===== src/rtl/sys_mem_host.sv =====
// Host-side initiator for the system memory-control port: preloads a program image,
// runs the CPU until halt or timeout, then streams a fixed memory window out.
module sys_mem_host #(
   parameter logic [31:0] LOAD_BASE    = 32'h0,
   parameter logic [31:0] DUMP_BASE    = 32'h0,
   parameter int unsigned DUMP_WORDS   = 1024,
   parameter logic [31:0] HALT_TIMEOUT = 32'd1000000
) (
   input  logic        CLK,
   input  logic        RST,
   input  logic        start,
   input  logic        load_valid,
   input  logic [31:0] load_data,
   input  logic        load_last,
   output logic        load_ready,
   output logic        tbCTRL,
   output logic        WEN,
   output logic        REN,
   output logic [31:0] addr,
   output logic [31:0] store,
   input  logic [31:0] load,
   input  logic [1:0]  ramstate,
   input  logic        halt,
   output logic        cpu_nRST,
   output logic        dump_valid,
   output logic [31:0] dump_addr,
   output logic [31:0] dump_data,
   input  logic        dump_ready,
   output logic        busy,
   output logic        done,
   output logic        err,
   output logic        timeout
);
   typedef enum logic [2:0] {
      S_IDLE, S_LOAD_ACC, S_LOAD_WR, S_RUN, S_DUMP_RD, S_DUMP_OUT, S_DONE
   } state_t;

   localparam logic [1:0]  RS_ACCESS = 2'd2;
   localparam logic [1:0]  RS_ERROR  = 2'd3;
   localparam logic [15:0] DUMP_CNT  = 16'(DUMP_WORDS);

   state_t      state_q, state_d;
   logic        tbctrl_q, tbctrl_d, wen_q, wen_d, ren_q, ren_d;
   logic        cpu_nrst_q, cpu_nrst_d, load_ready_q, load_ready_d;
   logic        dump_valid_q, dump_valid_d, busy_q, busy_d, done_q, done_d;
   logic        err_q, err_d, timeout_q, timeout_d, last_q, last_d;
   logic [31:0] addr_q, addr_d, store_q, store_d, dump_addr_q, dump_addr_d;
   logic [31:0] dump_data_q, dump_data_d, waddr_q, waddr_d, raddr_q, raddr_d;
   logic [31:0] cnt_q, cnt_d;
   logic [15:0] rem_q, rem_d;

   always_ff @(posedge CLK) begin
      if (RST) begin
         state_q      <= S_IDLE;
         tbctrl_q     <= 1'b1;
         wen_q        <= 1'b0;
         ren_q        <= 1'b0;
         cpu_nrst_q   <= 1'b0;
         load_ready_q <= 1'b0;
         dump_valid_q <= 1'b0;
         busy_q       <= 1'b0;
         done_q       <= 1'b0;
         err_q        <= 1'b0;
         timeout_q    <= 1'b0;
         last_q       <= 1'b0;
         addr_q       <= '0;
         store_q      <= '0;
         dump_addr_q  <= '0;
         dump_data_q  <= '0;
         waddr_q      <= '0;
         raddr_q      <= '0;
         cnt_q        <= '0;
         rem_q        <= '0;
      end else begin
         state_q      <= state_d;
         tbctrl_q     <= tbctrl_d;
         wen_q        <= wen_d;
         ren_q        <= ren_d;
         cpu_nrst_q   <= cpu_nrst_d;
         load_ready_q <= load_ready_d;
         dump_valid_q <= dump_valid_d;
         busy_q       <= busy_d;
         done_q       <= done_d;
         err_q        <= err_d;
         timeout_q    <= timeout_d;
         last_q       <= last_d;
         addr_q       <= addr_d;
         store_q      <= store_d;
         dump_addr_q  <= dump_addr_d;
         dump_data_q  <= dump_data_d;
         waddr_q      <= waddr_d;
         raddr_q      <= raddr_d;
         cnt_q        <= cnt_d;
         rem_q        <= rem_d;
      end
   end

   always_comb begin
      state_d      = state_q;
      tbctrl_d     = tbctrl_q;
      wen_d        = wen_q;
      ren_d        = ren_q;
      cpu_nrst_d   = cpu_nrst_q;
      load_ready_d = load_ready_q;
      dump_valid_d = dump_valid_q;
      done_d       = done_q;
      err_d        = err_q;
      timeout_d    = timeout_q;
      last_d       = last_q;
      addr_d       = addr_q;
      store_d      = store_q;
      dump_addr_d  = dump_addr_q;
      dump_data_d  = dump_data_q;
      waddr_d      = waddr_q;
      raddr_d      = raddr_q;
      cnt_d        = cnt_q;
      rem_d        = rem_q;
      case (state_q)
         S_IDLE, S_DONE: begin
            if (start) begin
               state_d      = S_LOAD_ACC;
               done_d       = 1'b0;
               err_d        = 1'b0;
               timeout_d    = 1'b0;
               waddr_d      = LOAD_BASE;
               load_ready_d = 1'b1;
            end
         end
         S_LOAD_ACC: begin
            if (load_valid && load_ready_q) begin
               store_d      = load_data;
               addr_d       = waddr_q;
               wen_d        = 1'b1;
               load_ready_d = 1'b0;
               last_d       = load_last;
               state_d      = S_LOAD_WR;
            end
         end
         S_LOAD_WR: begin
            if (ramstate == RS_ACCESS) begin
               wen_d   = 1'b0;
               waddr_d = waddr_q + 32'd4;
               if (last_q) begin
                  state_d    = S_RUN;
                  tbctrl_d   = 1'b0;
                  cpu_nrst_d = 1'b1;
                  cnt_d      = '0;
               end else begin
                  state_d      = S_LOAD_ACC;
                  load_ready_d = 1'b1;
               end
            end else if (ramstate == RS_ERROR) begin
               wen_d   = 1'b0;
               err_d   = 1'b1;
               done_d  = 1'b1;
               state_d = S_DONE;
            end
         end
         S_RUN: begin
            // Halt wins over a timeout landing on the same cycle.
            if (halt) begin
               state_d    = S_DUMP_RD;
               cpu_nrst_d = 1'b0;
               tbctrl_d   = 1'b1;
               raddr_d    = DUMP_BASE;
               rem_d      = DUMP_CNT;
               ren_d      = 1'b1;
               addr_d     = DUMP_BASE;
            end else if (cnt_q == HALT_TIMEOUT - 32'd1) begin
               timeout_d  = 1'b1;
               done_d     = 1'b1;
               cpu_nrst_d = 1'b0;
               tbctrl_d   = 1'b1;
               state_d    = S_DONE;
            end else begin
               cnt_d = cnt_q + 32'd1;
            end
         end
         S_DUMP_RD: begin
            if (ramstate == RS_ACCESS) begin
               dump_data_d  = load;
               dump_addr_d  = raddr_q;
               ren_d        = 1'b0;
               dump_valid_d = 1'b1;
               state_d      = S_DUMP_OUT;
            end else if (ramstate == RS_ERROR) begin
               ren_d   = 1'b0;
               err_d   = 1'b1;
               done_d  = 1'b1;
               state_d = S_DONE;
            end
         end
         S_DUMP_OUT: begin
            if (dump_ready && dump_valid_q) begin
               dump_valid_d = 1'b0;
               raddr_d      = raddr_q + 32'd4;
               rem_d        = rem_q - 16'd1;
               if (rem_q == 16'd1) begin
                  state_d = S_DONE;
                  done_d  = 1'b1;
               end else begin
                  state_d = S_DUMP_RD;
                  ren_d   = 1'b1;
                  addr_d  = raddr_q + 32'd4;
               end
            end
         end
         default: state_d = S_IDLE;
      endcase
      busy_d = (state_d != S_IDLE) && (state_d != S_DONE);
   end

   assign load_ready = load_ready_q;
   assign tbCTRL     = tbctrl_q;
   assign WEN        = wen_q;
   assign REN        = ren_q;
   assign addr       = addr_q;
   assign store      = store_q;
   assign cpu_nRST   = cpu_nrst_q;
   assign dump_valid = dump_valid_q;
   assign dump_addr  = dump_addr_q;
   assign dump_data  = dump_data_q;
   assign busy       = busy_q;
   assign done       = done_q;
   assign err        = err_q;
   assign timeout    = timeout_q;
endmodule

===== config.mk =====
export PLATFORM = sky130hd
export DESIGN_NAME = sys_mem_host
export DESIGN_NICKNAME = d
export VERILOG_FILES = /design/src/rtl/sys_mem_host.sv
export SDC_FILE = /design/constraint.sdc
export NUM_CORES = 1
export LEC_CHECK = 0
export CORE_MARGIN = 2
export CORE_UTILIZATION = 52
export CTS_CLUSTER_DIAMETER = 40
export DETAILED_ROUTE_END_ITERATION = 6
export PLACE_DENSITY = 0.8
export RECOVER_POWER = 100
export SKIP_CTS_REPAIR_TIMING = 1
export SLEW_MARGIN = 10
export SYNTH_ARGS = -nofsm -noshare
export SYNTH_HDL_FRONTEND = slang
export SYNTH_SLANG_ARGS = --single-unit

===== constraint.sdc =====
create_clock -name CLK -period 3.4 [get_ports CLK]
set_clock_uncertainty 0.1 [all_clocks]
set_input_delay 0.68 -clock CLK [delete_from_list [all_inputs] [get_ports CLK]]
set_output_delay 0.68 -clock CLK [all_outputs]
set_load 0.02 [all_outputs]

======== Word-level counts from Yosys, hierarchy flattened ========
Cells that the tools add are included.
cells by class
  $add $sub $neg .......................... 4
  eq/ne operators ......................... 29
  multiplexer cells ....................... 64
  reduce and logical (&&, ||, !) cells .... 32
operators by type and width
  operator               number
  $mux 32                11
  $pmux 32 s2            3
  $pmux 32 s3            1
  $add 32x3->32 const B  2
  $add 32x1->32 const B  1
  $eq 32x20->1 const B   1
  $mux 16                2
  $pmux 16 s2            1
  $ne 2x2->1 const B     14
  $mux 1                 26
  $mux 3                 8
  $reduce_and 5->1       4
  $pmux 3 s6             1
  $eq 16x1->1 const B    1
  $sub 16x1->16 const B  1
  $reduce_bool 2->1      7
  $ne 3x3->1 const B     4
  $pmux 1 s2             6
  $reduce_and 3->1       4
  $reduce_and 4->1       3
  $reduce_bool 3->1      4
  $eq 3x3->1 const B     3
  $reduce_and 8->1       1
  $eq 3x2->1 const B     2
  11 further kinds       18
word-level totals
  flip-flop bits (word level) ............. 254
  input bits .............................. 73
  output and inout port bits .............. 138
  logic and storage cells ................. 149

======== Logic depth before layout (Yosys ltp) ========
Gate-level depths: netlist of run 1.
  depth after elaboration ................. 6
  depth in mapped cells ................... 10
  gate-level depth less buffers ........... 8

======== Least setup slack after synthesis of run 1 ========
Ideal clock, no wire load.
  kind .................................... input to register
  from .................................... input port ramstate[0]
  to ...................................... register waddr_q[31]
  library setup time ...................... 0.071 ns
  arrival ................................. 2.502 ns
  required time ........................... 3.229 ns
  setup slack ............................. 0.727 ns
  stages .................................. 6
  path buffers ............................ 0
  cells stage by stage .................... nand3b_1 a21o_2 a2111oi_4 or3b_1 or3_1 a21oi_1
on the way
  word-level cells in the longest chain between the ends .. 3
RTL lines
  item                               RTL line  text
  from (decl)                        22        input logic [1:0] ramstate,
  $eq 2x2->1                         140       if (ramstate == RS_ACCESS) begin
  $ne 2x2->1 (no source line)        --
  $reduce_and 3->1 (no source line)  --
  to (signal assigned)               91        waddr_q <= waddr_d;
  to (decl)                          48        logic [31:0] dump_data_q, dump_data_d, waddr_q, waddr_d, raddr_q, raddr_d;
Every way passes these cells.
A chain may end at the register's enable or synchronous reset.

======== Worst setup path after layout of run 1 ========
  from .................................... register state_q[1]
  to ...................................... register waddr_q[26]
on the way
  word-level cells in the longest chain between the ends .. 4
  elaborated cells on any way between the ends .. 9
  those cells by class .................... 4 x eq/ne; 1 x mux; 4 x reduce/logical
RTL lines
  item                                                              RTL line  text
  from (decl)                                                       42        state_t state_q, state_d;
  from (signal assigned)                                            75        state_q <= state_d;
  $eq 3x3->1 or $logic_not 3->1 (tied branches)                     118       case (state_q)
  $reduce_or 2->1                                                   118
  $ne 2x2->1 (no source line) or $reduce_bool 2->1 (tied branches)  --
  $reduce_and 3->1 (no source line)                                 --
Parallel ways exist; a longest one is shown, timed or not.

==> results of run 1 <==
[placed cells by master, fill, tap and decap left out, types with 31 or more instances in the layout]
| cell type | n |
|---|---|
| clkbuf_16 | 37 |
| dlygate4sd3_1 | 135 |
| nand4_1 | 31 |
| o21ai_0 | 66 |
| dfxtp_1 | 246 |
| clkdlybuf4s50_1 | 70 |
| nand2_1 | 282 |
| nand3_1 | 50 |
| nor2_1 | 118 |
| a21oi_1 | 191 |
| xnor2_1 | 45 |
[registers in the layout (all words and copies together), names as in the netlist, 3 cells and up]
signal / flops
store: 32
state_q: 3
cnt_q: 32
dump_data: 32
rem_q: 16
addr: 30
raddr_q: 30
waddr_q: 30
dump_addr: 30
[power by group through the flow]
stage,Sequential [µW],Combinational [µW],Clock [µW]
after floorplan,3080,183,0
after CTS,2970,473,3760
after global placement,3030,464,0
after detailed placement,3030,468,0
final,2970,452,3710
after global routing,2970,493,3890
[Yosys cell counts, types with 12 or more instances]
library cell,instances,area share
xnor2_1,45,0.037
inv_1,12,0.0042
dfxtp_1,246,0.46
nand4_1,31,0.018
clkbuf_1,79,0.028
nand2_1,282,0.099
nor2_1,118,0.041
nor4_1,13,0.0076
or3_1,30,0.017
xor2_1,30,0.024
nand3_1,50,0.023
nor3_1,32,0.015
a21oi_1,191,0.089
o21ai_0,66,0.031
[cell families (layout without fill, tap and decap cells)]
| group | Yosys count | in the layout | share of synthesized area |
|---|---|---|---|
| xor+xnor | 75 | 75 | 0.06117 |
| mux | 2 | 2 | 0.003146 |
| fa+ha+maj | 5 | 5 | 0.005826 |
| other cells | 1 | 4 | 0.0003492 |
| flops | 246 | 246 | 0.4586 |
| buf+inv | 103 | 308 | 0.03833 |
| compound gates | 309 | 309 | 0.1609 |
| simple gates | 629 | 629 | 0.2716 |
[how the worst min path moves through the flow]
stage | end | slack (ns) | depth (start not counted)
finish | store[18]$_SDFFE_PP0P_ | 0.35 | 2
global placement | store[18]$_SDFFE_PP0P_ | 0.34 | 2
detailed placement | store[9]$_SDFFE_PP0P_ | 0.35 | 2
CTS | store[8]$_SDFFE_PP0P_ | 0.35 | 2
global route | dump_data[12]$_SDFFE_PP0P_ | 0.37 | 2
floorplan | cnt_q[1]$_SDFFE_PP0P_ | 0.36 | 2
[per-layer routing]
metal / GRT usage / wire length, µm / vias up
met5: 0 / 0 / -
met3: 0.05494 / 1947 / 61
met1: 0.3536 / 12980 / 4869
li1: - / - / 5111
met2: 0.4340 / 13480 / 369
met4: 0.07452 / 727 / 0
[metrics by stage]
stage                     std cells  power, µW
after floorplan                1373       3265
after global placement         1786       3494
after detailed placement       1786       3498
final                          1848       7134
after CTS                      1848       7203
after global routing           1848       7353
[layout make-up]
class | instances | area (µm²)
Clock buffer | 43 | 968.4
Clock inverter | 19 | 237.7
Fill cell | 1637 | 6050
Inverter | 13 | 48.80
Multi-Input combinational cell | 1024 | 5424
Sequential cell | 246 | 4925
Tap cell | 270 | 337.8
Timing Repair Buffer | 233 | 2243
[worst reg2reg max path, stage by stage (launching register included)]
cell and delay, ns:
dfxtp_1 0.74, nor2b_1 0.24, or3_1 0.41, nand2_1 0.15
clkbuf_1 0.95, nor2_1 0.14
==> run metrics, run 1 <==
Seq pwr share 0.416; Pint 5492 µW; initial core utilization 0.5307; arrival time at the worst endpoint 3.13 ns; die height 147.7 µm; Setup crit start kind register; number of cells on the critical path 5; DR WL/cell between 15 and 20 µm; #FFs+latches synth 246; Vias/cell 5.633; Yosys warnings 0; worst hold path class register to register; reg-to-reg endpoint waddr_q[26]$_SDFFE_PP0P_; total grt overflow 0; crit path to waddr_q[26]$_SDFFE_PP0P_; Pwr Density ~500 nW/µm²; synth-to-layout area growth 32.10%; Hold Path Origin store[18]$_SDFFE_PP0P_; worst setup margin between 0.5 and 0.6 ns; crit path cell chain nor2b_1, or3_1, nand2_1, clkbuf_1, nor2_1; sequential fraction of the synthesis area 0.4586; initial antenna violation count 0; Vias between 10000 and 15000; async set-reset flop share out of synthesis 0; Die Width 147.7 µm; combinational group share of total power 0.063; Final Hold Fails 0; f_max 0.3451 GHz; delay-heaviest family, CP buffers and inverters; number of flops mapped to enable cells by yosys 0; Sw Ratio 0.2301; routability cong. 0.8901; DR pass1 iterations 5; CP endpoint kind register; post-synth cell types 60; CP max-delay cell clkbuf_1; Final setup viols 0; main flop type after synthesis dfxtp_1; Worst VDD drop 0.4514 mV; clk slew on worst S/H paths 0.05 ns; max cap viols 0; CTS buffer count 36; Sw Pwr about 1600 µW; Pleak approximately 0.0051 µW; CTS tree done; RR Startpoint state_q[1]$_SDFF_PP0_; clock share of power 0.521; clock sink total 246; Area after DPL between 10000 and 15000 µm²; DR iter-0 viols 755; slowest stage delay, CP 0.95 ns; Place WS between 0.2 and 0.3 ns; Total Neg Setup Slack 0 ns; row count between 50 and 60; R2R Setup Slk 0.50 ns; Total Routing Usage GR 0.2641; Slew Viols, Final 0; # IOs between 200 and 250; Max-slew headroom 0.1259; R2R depth 5; Synth Instances 1370; final instance area 14180 µm²; Detail Placement HPWL 19300 µm; synthesized cell area 10740 µm²; pin count of the biggest net entering global routing 95; Max H-tree Level 2; min cycle time layout a little under 3 ns; layout cell share with drive strength beyond 1 0.06020; total wire length between 20000 and 30000 µm; post-route clock period utilization 0.8524; status complete, no violations; WP buf/inv 1; Avg Synthesized Cell Area 7.838 µm²; Nets 1632; clk_lat worst skew 0.50 ns; die outline area 21820 µm²; Clock Path Buffers 3; DRC violations left 0; Root Driver clkbuf_16; Req. time, crit path 3.63 ns; Worst-Margin Slew 1.311 ns; Crit Path Class register to register; start point of the critical path state_q[1]$_SDFF_PP0_; RSZ-0062 raised after global routing no; Final Util 0.7010; vias in the first global route 9857; Routed Antenna Nets 0; n_diodes 0; port buffer count 206; core area just over 20000 µm²; final hold slack 0.3470 ns; worst-path fanout max 28; first-pass GRT wire length between 40000 and 50000 µm
(Power assumes the default switching activity.)
==> run 2: changes to the inputs <==
--- a/config.mk
+++ b/config.mk
@@ -5,6 +5,7 @@
 export SDC_FILE = /design/constraint.sdc
 export NUM_CORES = 1
 export LEC_CHECK = 0
+export CORE_ASPECT_RATIO = 0.75
 export CORE_MARGIN = 2
 export CORE_UTILIZATION = 52
 export CTS_CLUSTER_DIAMETER = 40
==> run metrics, run 2 (same netlist as run 1, synthesis figures left out) <==
clock share of power 0.479; DR iter-0 viols 1199; Die Width between 150 and 200 µm; R2R Setup Slk 0.47 ns; met3 Use GR 0.07044; Total Routing Usage GR 0.2616; Crit Path Class primary input to register; post-route clock period utilization 0.8977; Routed Antenna Nets 0; pin count of the biggest net entering global routing between 90 and 100; Vias/cell 5.645; f_max roughly 0.33 GHz; footprint of the multi-input gates 5419 µm²; min cycle time layout 3.052 ns; Sw Pwr about 1600 µW; arrival time at the worst endpoint about 3.3 ns; Nets between 1500 and 2000; CTS buffer count 31; # IOs roughly 210; initial core utilization 0.5298; combinational group share of total power 0.070; Final Hold Fails 0; max cap viols 0; worst hold path class register to register; Worst VDD drop ~0.37 mV; DR pass1 iterations 6; worst setup margin 0.3479 ns; CP endpoint kind register; clk slew on worst S/H paths 0.06 ns; Final Util 0.6894; Area after DPL 13020 µm²; DR WL/cell 16.08 µm; register area 4925 µm²; layout cell share with drive strength beyond 1 0.06028; Final setup viols 0; Total Neg Setup Slack 0 ns; synth-to-layout area growth 30.14%; met1 Use GR 0.3783; final instance area ~14000 µm²; total power 6572 µW; Setup crit start kind primary input; Place WS 0.3159 ns; routability cong. slightly above 0.9; clk_lat worst skew approximately 0.55 ns; clock sink total 246; row count 45; Pwr Density between 400 and 500 nW/µm²; Req. time, crit path between 3 and 4 ns; CTS tree done; Sw Ratio 0.2438; commonest non-fill, non-tap cell in the layout nand2_1; Slew Viols, Final 0; port buffer count ~210; Worst-Margin Slew 1.256 ns; total wire length about 30000 µm; gr busiest metal met2; Pint 4970 µW; worst-path fanout max 28; core area 20270 µm²; most frequent cells in the layout 282 x nand2_1, 246 x dfxtp_1, 191 x a21oi_1, 137 x dlygate4sd3_1, 118 x nor2_1; initial antenna violation count 1; Pleak 0.005038 µW; total grt overflow 0; Global Route met2 Usage 0.3935; die outline area between 20000 and 25000 µm²; Root Driver clkbuf_16; Clock Path Buffers 3; RSZ-0062 raised after global routing no; fill cell count ~1700; Vias 10360; status complete, no violations; Seq pwr share 0.451; DRC violations left 0; Max H-tree Level 1; vias in the first global route 9245; die height around 130 µm; Detail Placement HPWL around 20000 µm; first-pass GRT wire length 47190 µm; Max-slew headroom 0.1630
-- run 2: per-stage QoR --
stage / instances / hold slack (ns)
finish: 1835 / 0.3493
detailed placement: 1777 / 0.3456
global route: 1835 / 0.3637
global placement: 1777 / 0.3411
CTS: 1834 / 0.3537
floorplan: 1373 / 0.3570
-- run 2: cell type report --
type,count,share of cell area
multi-input cells,1024,0.3878
flip-flops and latches,246,0.3524
repair buffers,236,0.1612
clock buffers,35,0.05873
well taps,258,0.02310
clock inverters,22,0.01307
inverters,13,0.003492
diodes,1,0.0001791
-- run 2: worst paths after layout --
check	to	depth (start not counted)	from
min reg2reg	dump_data[17]$_SDFFE_PP0P_	2	dump_data[17]$_SDFFE_PP0P_
min	dump_data[17]$_SDFFE_PP0P_	2	dump_data[17]$_SDFFE_PP0P_
max reg2reg	raddr_q[4]$_SDFFE_PP0P_	6	state_q[2]$_SDFF_PP0_
max	waddr_q[23]$_SDFFE_PP0P_	7	start
-- run 2: layer usage --
metal,vias to the layer above,part of all wire
li1,5102,-
met1,4792,0.47
met2,432,0.42
met3,32,0.10
met4,0,0.013
met5,-,0
-- run 2: power groups by stage --
| stage | logic [µW] | registers, µW | clock network [µW] |
|---|---|---|---|
| 2_1_floorplan | 183 | 3080 | 0 |
| 3_3_place_gp | 473 | 3030 | 0 |
| 3_5_place_dp | 476 | 3030 | 0 |
| 4_1_cts | 480 | 2970 | 3190 |
| 5_1_grt | 501 | 2970 | 3310 |
| 6_report | 459 | 2960 | 3150 |
-- run 2: worst max-delay path, stage by stage --
cell and delay, ns:
dlygate4sd3_1 0.61, clkbuf_1 0.19, or2b_1 0.27, or3_1 0.34, nand2_1 0.15, clkbuf_1 0.94
nor2_1 0.13
==> run 3: changes to the inputs <==
--- a/config.mk
+++ b/config.mk
@@ -10,6 +10,7 @@
 export CORE_UTILIZATION = 52
 export CTS_CLUSTER_DIAMETER = 40
 export DETAILED_ROUTE_END_ITERATION = 6
+export HOLD_SLACK_MARGIN = 0.08
 export PLACE_DENSITY = 0.8
 export RECOVER_POWER = 100
 export SKIP_CTS_REPAIR_TIMING = 1
==> results of run 3 <==
The final DEF is identical to that of run 2; final timing and power are the same.
